$ cat src/rtl/tm1638_responder.sv
// rtl/tm1638_responder.sv - device-side TM1638 bus emulation
// Decodes host frames into display RAM/control state and shifts key-scan data back on reads.
module tm1638_responder #(
   parameter int SYNC_STAGES = 2,
   parameter int KEY_BYTES   = 4
) (
   input  logic         CLK_IN,
   input  logic         RST_IN,
   input  logic         TM1638_STB,
   input  logic         TM1638_CLK,
   input  logic         DIO_IN,
   output logic         DIO_OUT,
   output logic         DIO_OE,
   input  logic [31:0]  KEY_SCAN_I,
   output logic [127:0] DISP_RAM_O,
   output logic [2:0]   BRIGHTNESS_O,
   output logic         DISPLAY_ON_O,
   output logic         FRAME_DONE_O,
   output logic         CMD_ERR_O
);

   localparam logic [5:0] KEY_BITS = 6'(KEY_BYTES * 8);

   typedef enum logic [2:0] {
      IDLE,
      CMD,
      WDATA,
      RKEYS,
      IGNORE
   } state_t;

   state_t state_q, state_d;

   logic [SYNC_STAGES-1:0] stb_sr, clk_sr, dio_sr;
   logic                   stb_s, clk_s, dio_s;
   logic                   stb_q, clk_q;

   logic       stb_fall, stb_rise, clk_rise, clk_fall;
   logic [7:0] shift_q, sh_next;
   logic [2:0] bit_cnt_q;
   logic       byte_seen_q;
   logic       byte_done;
   logic       cmd_done;
   logic       data_ok;
   logic       cmd_err;

   logic [3:0]   addr_q;
   logic         fixed_q;
   logic [31:0]  key_snap_q;
   logic [5:0]   key_idx_q;
   logic [127:0] disp_ram_q;

   // Pins idle high for STB/CLK so a reset release never fakes a frame start.
   always_ff @(posedge CLK_IN or negedge RST_IN) begin
      if (!RST_IN) begin
         stb_sr <= '1;
         clk_sr <= '1;
         dio_sr <= '0;
         stb_q  <= 1'b1;
         clk_q  <= 1'b1;
      end else begin
         stb_sr <= {stb_sr[SYNC_STAGES-2:0], TM1638_STB};
         clk_sr <= {clk_sr[SYNC_STAGES-2:0], TM1638_CLK};
         dio_sr <= {dio_sr[SYNC_STAGES-2:0], DIO_IN};
         stb_q  <= stb_s;
         clk_q  <= clk_s;
      end
   end

   assign stb_s = stb_sr[SYNC_STAGES-1];
   assign clk_s = clk_sr[SYNC_STAGES-1];
   assign dio_s = dio_sr[SYNC_STAGES-1];

   assign stb_fall = stb_q & ~stb_s;
   assign stb_rise = ~stb_q & stb_s;
   assign clk_rise = ~clk_q & clk_s & ~stb_s;
   assign clk_fall = clk_q & ~clk_s & ~stb_s;
   assign sh_next  = {dio_s, shift_q[7:1]};

   always_comb begin
      state_d   = state_q;
      byte_done = 1'b0;
      cmd_done  = 1'b0;
      cmd_err   = 1'b0;
      data_ok   = (sh_next[1:0] == 2'b00) || (sh_next[1:0] == 2'b10);

      if ((state_q == CMD || state_q == WDATA) && clk_rise && bit_cnt_q == 3'd7)
         byte_done = 1'b1;

      case (state_q)
         IDLE: begin
            if (stb_fall)
               state_d = CMD;
         end
         CMD: begin
            if (byte_done) begin
               cmd_done = 1'b1;
               state_d  = IGNORE;
               case (sh_next[7:6])
                  2'b01: begin
                     if (!data_ok)
                        cmd_err = 1'b1;
                     else if (sh_next[1])
                        state_d = RKEYS;
                  end
                  2'b11:   state_d = WDATA;
                  2'b00:   cmd_err = 1'b1;
                  default: state_d = IGNORE;
               endcase
            end
         end
         RKEYS: begin
            if (clk_fall && key_idx_q == KEY_BITS)
               state_d = IGNORE;
         end
         default: state_d = state_q;
      endcase

      if (state_q != IDLE && stb_rise)
         state_d = IDLE;
   end

   always_ff @(posedge CLK_IN or negedge RST_IN) begin
      if (!RST_IN)
         state_q <= IDLE;
      else
         state_q <= state_d;
   end

   always_ff @(posedge CLK_IN or negedge RST_IN) begin
      if (!RST_IN) begin
         shift_q      <= '0;
         bit_cnt_q    <= '0;
         byte_seen_q  <= 1'b0;
         addr_q       <= '0;
         fixed_q      <= 1'b0;
         key_snap_q   <= '0;
         key_idx_q    <= '0;
         disp_ram_q   <= '0;
         BRIGHTNESS_O <= '0;
         DISPLAY_ON_O <= 1'b0;
         FRAME_DONE_O <= 1'b0;
         CMD_ERR_O    <= 1'b0;
         DIO_OUT      <= 1'b0;
         DIO_OE       <= 1'b0;
      end else begin
         FRAME_DONE_O <= stb_rise && state_q != IDLE && byte_seen_q;
         CMD_ERR_O    <= cmd_err;

         if (stb_fall) begin
            bit_cnt_q   <= '0;
            byte_seen_q <= 1'b0;
         end else if ((state_q == CMD || state_q == WDATA) && clk_rise) begin
            shift_q   <= sh_next;
            bit_cnt_q <= bit_cnt_q + 3'd1;
         end

         if (byte_done)
            byte_seen_q <= 1'b1;

         if (cmd_done && !cmd_err) begin
            case (sh_next[7:6])
               2'b01: begin
                  fixed_q <= sh_next[2];
                  if (sh_next[1]) begin
                     key_snap_q <= KEY_SCAN_I;
                     key_idx_q  <= '0;
                  end
               end
               2'b10: begin
                  DISPLAY_ON_O <= sh_next[3];
                  BRIGHTNESS_O <= sh_next[2:0];
               end
               2'b11:   addr_q <= sh_next[3:0];
               default: ;
            endcase
         end

         if (state_q == WDATA && byte_done) begin
            disp_ram_q[{addr_q, 3'b000} +: 8] <= sh_next;
            if (!fixed_q)
               addr_q <= addr_q + 4'd1;
         end

         // The pad is only ever driven while the state machine stays in RKEYS.
         if (state_d != RKEYS) begin
            DIO_OE  <= 1'b0;
            DIO_OUT <= 1'b0;
         end else if (state_q == RKEYS && clk_fall) begin
            DIO_OE    <= 1'b1;
            DIO_OUT   <= key_snap_q[key_idx_q[4:0]];
            key_idx_q <= key_idx_q + 6'd1;
         end
      end
   end

   assign DISP_RAM_O = disp_ram_q;

endmodule

$ cat config.mk
export PLATFORM = sky130hd
export DESIGN_NAME = tm1638_responder
export DESIGN_NICKNAME = d
export VERILOG_FILES = /design/src/rtl/tm1638_responder.sv
export SDC_FILE = /design/constraint.sdc
export NUM_CORES = 1
export LEC_CHECK = 0
export ABC_AREA = 1
export BUFFER_PORTS_ARGS = -buffer_cell sky130_fd_sc_hd__clkbuf_2
export CAP_MARGIN = 25
export CORE_MARGIN = 2
export CORE_UTILIZATION = 55
export CTS_CLUSTER_SIZE = 25
export DETAILED_ROUTE_END_ITERATION = 16
export GPL_TIMING_DRIVEN = 0
export PLACE_DENSITY = 0.82
export SYNTH_ARGS = -nofsm -noshare
export SYNTH_HDL_FRONTEND = slang
export SYNTH_SLANG_ARGS = --single-unit
$ cat constraint.sdc
create_clock -name CLK_IN -period 7.17 [get_ports CLK_IN]
set_input_delay 0.3585 -clock CLK_IN [delete_from_list [all_inputs] [get_ports CLK_IN]]
set_output_delay 0.3585 -clock CLK_IN [all_outputs]
set_load 0.05 [all_outputs]
==> results.py, run 1 <==
metrics = {
    "status": {
        "status": "finished clean",
    },
    "timing": {
        "worstMarginPinSlew_ns": 0.6844,
        "timing.final.hold_violations": 0,
        "clock_skew_ns": 0.01437,
        "setup_viol": 0,
        "slew-limit-headroom": 0.5437,
        "final.min_clock_period_ns": 2.991,
        "finalCritPeriodShare": 0.4171,
        "max_freq_mhz": 334.4,
        "maxSlewViolCount": 0,
        "setup-tns-final_ns": 0,
        "rsz0062_at_grt": "false",
    },
    "detailed_routing": {
        "dr.first_iter.drc_count": 519,
        "vias": 7128,
        "dr.pass1.iters": 5,
        "via_per_inst": 5.355,
        "ant_nets": 0,
        "drc": 0,
        "routed_wl_um": 20640,
        "routedWlPerCell_um": 15.51,
    },
    "synthesis": {
        "syn_area_per_cell_sq_um": 8.979,
        "synth_fp_nets": 975,
        "ys_async_sr_fraction": 1.000,
        "synth_seq_area_share": 0.6032,
        "ys_ff_latch": 201,
        "synth.distinct_cells": 35,
        "synth_top_area_cell": "dfrtp_1",
        "netlist.area_leader.share": 0.5844,
        "synth_area_leaders": "dfrtp_1 (58%), nand2_1 (13%), o21ai_0 (5.8%), nand3_1 (3.1%), nor2_1 (2.3%)",
        "synth_cells": 930,
        "synth_edf_count": 0,
        "yosys_warnings": 0,
        "synth_ff_type": "dfrtp_1",
        "netlist_area_sq_um": 8351,
    },
    "cells_and_area": {
        "final_common_cell": "nand2_1",
        "final_cell_mix": "nand2_1 (299), dfrtp_1 (195), clkbuf_2 (171), o21ai_0 (97), nor2_1 (52)",
        "fin_area_sq_um": 10180,
        "areaGrowthSynthToFinish_pct": 21.91,
        "fin_util": 0.6772,
        "fin_cells": 1331,
        "drive_above_1_share": 0.2091,
        "nNetsFinal": 1175,
        "n_antenna_cell": 0,
    },
    "clock_tree": {
        "cts_buffers": 21,
        "h-tree-depth": 1,
        "cts_tree": "yes",
        "clock_path_buffers": 3,
        "cts-resized-gates": 0,
        "cts_sinks": 201,
        "clock_latency_ns": 0.50,
        "cts_setup_buffers": 0,
        "cts_root_buf": "clkbuf_16",
        "clkTransAtPathRegs_ns": 0.06,
    },
    "global_routing": {
        "grt_usage": 0.2569,
        "grt_pass1_vias": 6686,
        "antenna_found_initial": 0,
        "grt-ovfl-total": 0,
        "grt_max_degree": 122,
        "grt_pass1_wl_um": 33470,
    },
    "setup_path": {
        "crit_buf_inv": 6,
        "cp_cell_sequence": "inv_2 -> buf_1 -> ha_1 -> clkinv_1 -> nand2_1 -> nor2_1 -> inv_2 -> nor2_1 -> inv_1 -> clkbuf_1 -> o21ai_1",
        "endpoint": "DISP_RAM_O[99]",
        "r2r_start": "addr_q[0]",
        "end_kind": "register",
        "cp_slowest_cell": "dfrtp_1",
        "cp.depth": 11,
        "cp-start-kind": "register",
        "path_class": "register to register",
        "critPathLaunch": "addr_q[0]",
        "rrSetupSlack_ns": 4.18,
        "crit_fanout": 10,
        "r2r-end": "DISP_RAM_O[99]",
        "max_stage_delay_ns": 0.56,
        "worst-endpoint-required_ns": 7.52,
        "critPathTopFamily": "buffers and inverters",
        "arrival_ns": 3.34,
        "reg2regPathDepth": 11,
    },
    "power_and_ir_drop": {
        "ir_worst_vdd_mv": 0.2114,
        "power_leakage_nw": 5.047,
        "fin_total_pwr_mw": 2.498,
        "powerDensity_nw_per_um2": 245.4,
        "netSwitchingFraction": 0.2595,
        "comb_power_share": 0.111,
        "intPower_mw": 1.850,
        "seq_power_share": 0.472,
        "p_sw_uw": 648.3,
        "p_clk_frac": 0.417,
    },
    "floorplanning": {
        "core.rowCount": 45,
        "die-area_sq_um": 16180,
        "pin_count": 173,
        "dieWidth_um": 127.2,
        "die_h_um": 127.2,
        "coreArea_sq_um": 15030,
        "initial_utilization": 0.5555,
    },
    "placement": {
        "dp_cells": 1291,
        "placed_area_sq_um": 9483,
        "port_buffers": 172,
        "hpwl_um": 14230,
        "place_congestion": 0.8817,
    },
    "flow_run": {
        "maxCapViolations": 0,
    },
    "worst_hold_path": {
        "holdPathStages": 3,
        "hold_path.class": "input port to register",
    },
}
[through the flow]
stage | hold slack, ns | setup slack [ns]
floorplan | 0.06291 | 4.888
CTS | 0.05178 | 4.246
global route | 0.06536 | 3.854
detailed placement | 0.3362 | 4.309
finish | 0.05880 | 4.179
global placement | 0.3314 | 2.047
[repair_timing]
| action | CTS | global route |
|---|---|---|
| endpoints found under the setup margin | 0 | 0 |
| hold buffers | 4 | 0 |
| hold endpoints to repair | 78 | 0 |
[tightest hold or removal path, stage by stage]
cell,delay [ns]
clkbuf_2,0.07
nand2_1,0.04
nand2_1,0.05
[power by group through the flow]
stage	sequential (mW)	combinational (mW)	clock, mW
6_report	1.18	0.276	1.04
5_1_grt	1.18	0.313	1.11
4_1_cts	1.18	0.278	1.06
3_5_place_dp	1.20	0.275	0
3_3_place_gp	1.20	0.267	0
2_1_floorplan	1.19	0.178	0
[state kept, by name, summed over array words and instances, names as in the netlist, 2 cells and up]
register      flops
BRIGHTNESS_O      3
DISP_RAM_O      128
addr_q            4
bit_cnt_q         3
clk_sr            2
dio_sr            2
key_idx_q         6
key_snap_q       32
shift_q           7
state_q           3
stb_sr            2
[cell type report]
| cell class | instances | area (sq um) |
|---|---|---|
| fill | 1200 | 4853 |
| inverter | 63 | 236.5 |
| timing repair buffer | 177 | 937.1 |
| clock buffer | 33 | 610.6 |
| buffer | 36 | 162.7 |
| multi-input combinational | 630 | 2914 |
| tap | 188 | 235.2 |
| sequential | 201 | 5037 |
| clock inverter | 3 | 46.29 |
[worst min path at each step]
stage | from | end
6_report | KEY_SCAN_I[8] | key_snap_q[8]
5_1_grt | KEY_SCAN_I[23] | key_snap_q[23]
4_1_cts | KEY_SCAN_I[8] | key_snap_q[8]
3_5_place_dp | dio_sr[0] | dio_sr[1]
3_3_place_gp | dio_sr[0] | dio_sr[1]
2_1_floorplan | RST_IN | BRIGHTNESS_O[0]
[kinds of logic after synthesis]
logic type,after synthesis,synth area share
xor gates and xnor gates,5,0.005245
and+or+nand+nor,447,0.2258
adders and majority gates,8,0.01199
AOI/OAI and AO/OA,170,0.1059
buffers and inverters,99,0.04780
DFF,201,0.6032
[cell usage after synthesis (4+ instances only)]
library cell and count:
o21ai_0 97, o21ai_1 36, buf_2 4, clkinv_1 4, inv_1 49, nand4_1 10, buf_4 4, clkbuf_1 26
ha_1 8, o31ai_1 8, nand2_1 299, dfstp_2 6, dfrtp_1 195, nor2_1 52, nor3_1 20, a21oi_1 26
inv_2 10, nand3_1 51
[per-layer routing]
layer	global-route usage	up-vias	share of wire
met4	0.09179	0	0.029
met5	0	-	0
met1	0.3496	3336	0.42
met3	0.04313	55	0.072
li1	-	3437	-
met2	0.4225	300	0.48
(Power assumes the default switching activity.)
==> inputs of run 2 (changes only) <==
Settings changed: CORE_UTILIZATION 55 to 49, PLACE_DENSITY 0.82 to 0.77.
Clock period 7.17 ns to 2.7 ns, I/O delays scaled along.
==> run 2 against run 1 <==
Cell area is 4.4% higher. Setup slack lost 4.0 ns. Sequential power rose to 2.7 times the previous value. Global-route usage down 0.93 points. Sequential share of layout area decreased by 2.1 points. Fmax grew 20%. Hold slack better by 0.051 ns. Clock skew is 0.0026 ns higher. Total power rose to 2.8 times the previous value. Utilization shrank 3.8 points. Critical endpoint is now DISP_RAM_O[70].
==> results.py, run 2 (same netlist as run 1, synthesis figures left out) <==
metrics = {
    "timing": {
        "timing.final.hold_violations": 0,
        "clock_skew_ns": 0.01697,
        "finalCritPeriodShare": 0.9221,
        "rsz0062_at_grt": "false",
        "worstMarginPinSlew_ns": 0.7095,
        "setup_viol": 0,
        "final.min_clock_period_ns": 2.490,
        "maxSlewViolCount": 0,
        "slew-limit-headroom": 0.5270,
        "max_freq_mhz": 401.7,
    },
    "setup_path": {
        "crit_top_cell": "inv_2",
        "crit_buf_inv": 4,
        "cp.depth": 9,
        "critPathTopFamily": "buffers and inverters",
        "cp_cell_sequence": "inv_2 -> ha_1 -> xnor2_2 -> inv_2 -> clkbuf_1 -> nand4_2 -> buf_2 -> nand2_1 -> o21ai_1",
        "crit_fanout": 19,
        "reg2regPathDepth": 9,
        "max_stage_delay_ns": 0.47,
        "arrival_ns": 2.85,
        "cp-start-kind": "register",
        "path_class": "register to register",
        "end_kind": "register",
        "cp_slowest_cell": "dfrtp_2",
        "worst-endpoint-required_ns": 3.06,
    },
    "placement": {
        "hpwl_um": 14940,
        "dp_cells": 1324,
        "port_buffers": 172,
        "place_congestion": 0.8600,
    },
    "cells_and_area": {
        "final_cell_mix": "nand2_1 (299), dfrtp_1 (193), clkbuf_2 (172), o21ai_0 (97), nor2_1 (52)",
        "largest_reg_flops": 128,
        "n_antenna_cell": 0,
        "fillers": 1349,
        "regArea_sq_um": 5040,
        "areaGrowthSynthToFinish_pct": 27.28,
        "final_common_cell": "nand2_1",
        "drive_above_1_share": 0.2126,
        "nNetsFinal": 1206,
        "fin_util": 0.6387,
        "multiInputGateArea_sq_um": 2922,
        "fin_cells": 1396,
    },
    "global_routing": {
        "grt_max_degree": 90,
        "grt_pass1_wl_um": 36180,
        "grt-ovfl-total": 0,
        "grt_usage": 0.2475,
        "grt_pass1_vias": 7066,
        "antenna_found_initial": 0,
    },
    "clock_tree": {
        "clock_path_buffers": 3,
        "clkTransAtPathRegs_ns": 0.06,
        "cts_buffers": 22,
        "cts_root_buf": "clkbuf_16",
        "h-tree-depth": 1,
        "cts_sinks": 201,
        "cts_tree": "yes",
        "clock_latency_ns": 0.50,
    },
    "power_and_ir_drop": {
        "ir_worst_vdd_mv": 0.4860,
        "power_leakage_nw": 5.235,
        "powerDensity_nw_per_um2": 649.3,
        "fin_total_pwr_mw": 6.901,
    },
    "floorplanning": {
        "core.rowCount": 47,
        "coreArea_sq_um": 16640,
        "die-area_sq_um": 18100,
        "initial_utilization": 0.5018,
        "pin_count": 173,
        "dieWidth_um": 134.5,
        "die_h_um": 134.5,
    },
    "detailed_routing": {
        "vias": 7336,
        "routedWlPerCell_um": 16.15,
        "dr.first_iter.drc_count": 374,
        "dr.pass1.iters": 5,
        "routed_wl_um": 22540,
        "via_per_inst": 5.255,
        "ant_nets": 0,
        "drc": 0,
    },
    "flow_run": {
        "maxCapViolations": 0,
    },
    "worst_hold_path": {
        "hold_path.class": "input port to async pin",
    },
    "status": {
        "status": "finished clean",
    },
}
run 2: cell count changes in the layout (fill, tap and decap cells not counted), moves of 2 or more:
cell and change:
clkbuf_1 -4, clkinv_1 -2, clkinv_2 +4, clkbuf_16 +2
dfrtp_2 +2, dfrtp_1 -2, dlygate4sd3_1 +32
run 2: area by class of cell:
cell class	instances	area share
sequential	201	0.4742
multi-input combinational	630	0.2749
timing repair buffer	210	0.1209
clock buffer	34	0.06180
tap	220	0.02590
inverter	63	0.02272
buffer	33	0.01436
clock inverter	5	0.005297
run 2: repair_timing:
action	4_1_cts	5_1_grt
setup buffers	0	0
hold buffers	36	0
setup endpoints to repair	31	10
hold endpoints to repair	157	0
gates resized for setup	3	3
run 2: per-stage QoR:
step | hold slack (ns) | setup TNS (ns) | worst slack [ns] | cell area [sq um]
floorplan | -0.1606 | 0 | 0.4181 | 8351
global placement | 0.2236 | -445.86 | -2.266 | 9487
detailed placement | 0.06060 | -2.754 | -0.1656 | 9550
CTS | 0.1147 | 0 | 0.1544 | 10620
global route | 0.1340 | 0 | 0.009468 | 10630
finish | 0.1098 | 0 | 0.2103 | 10630
run 2: final timing paths:
| kind | start | end | slack (ns) |
|---|---|---|---|
| max | addr_q[0] | DISP_RAM_O[70] | 0.21 |
| min | RST_IN | DISP_RAM_O[117] | 0.11 |
| max reg2reg | addr_q[0] | DISP_RAM_O[70] | 0.21 |
| min reg2reg | dio_sr[0] | dio_sr[1] | 0.35 |
| max in group asynchronous | RST_IN | addr_q[0] | 1.50 |
| min in group CLK_IN | TM1638_STB | stb_sr[0] | 0.28 |
run 2: power breakdown:
group	total (mW)	leakage, nW	internal (mW)	switching, mW
sequential	3.15	2.61	3.08	0.0760
clock	2.97	0.352	1.77	1.20
combinational	0.777	2.28	0.225	0.552
run 2: layer usage:
metal / track usage / vias up / routed length, um
met5: 0 / - / 0
met4: 0.05965 / 0 / 396
met3: 0.04467 / 34 / 1534
met2: 0.4223 / 262 / 11180
met1: 0.3317 / 3545 / 9429
li1: - / 3495 / -
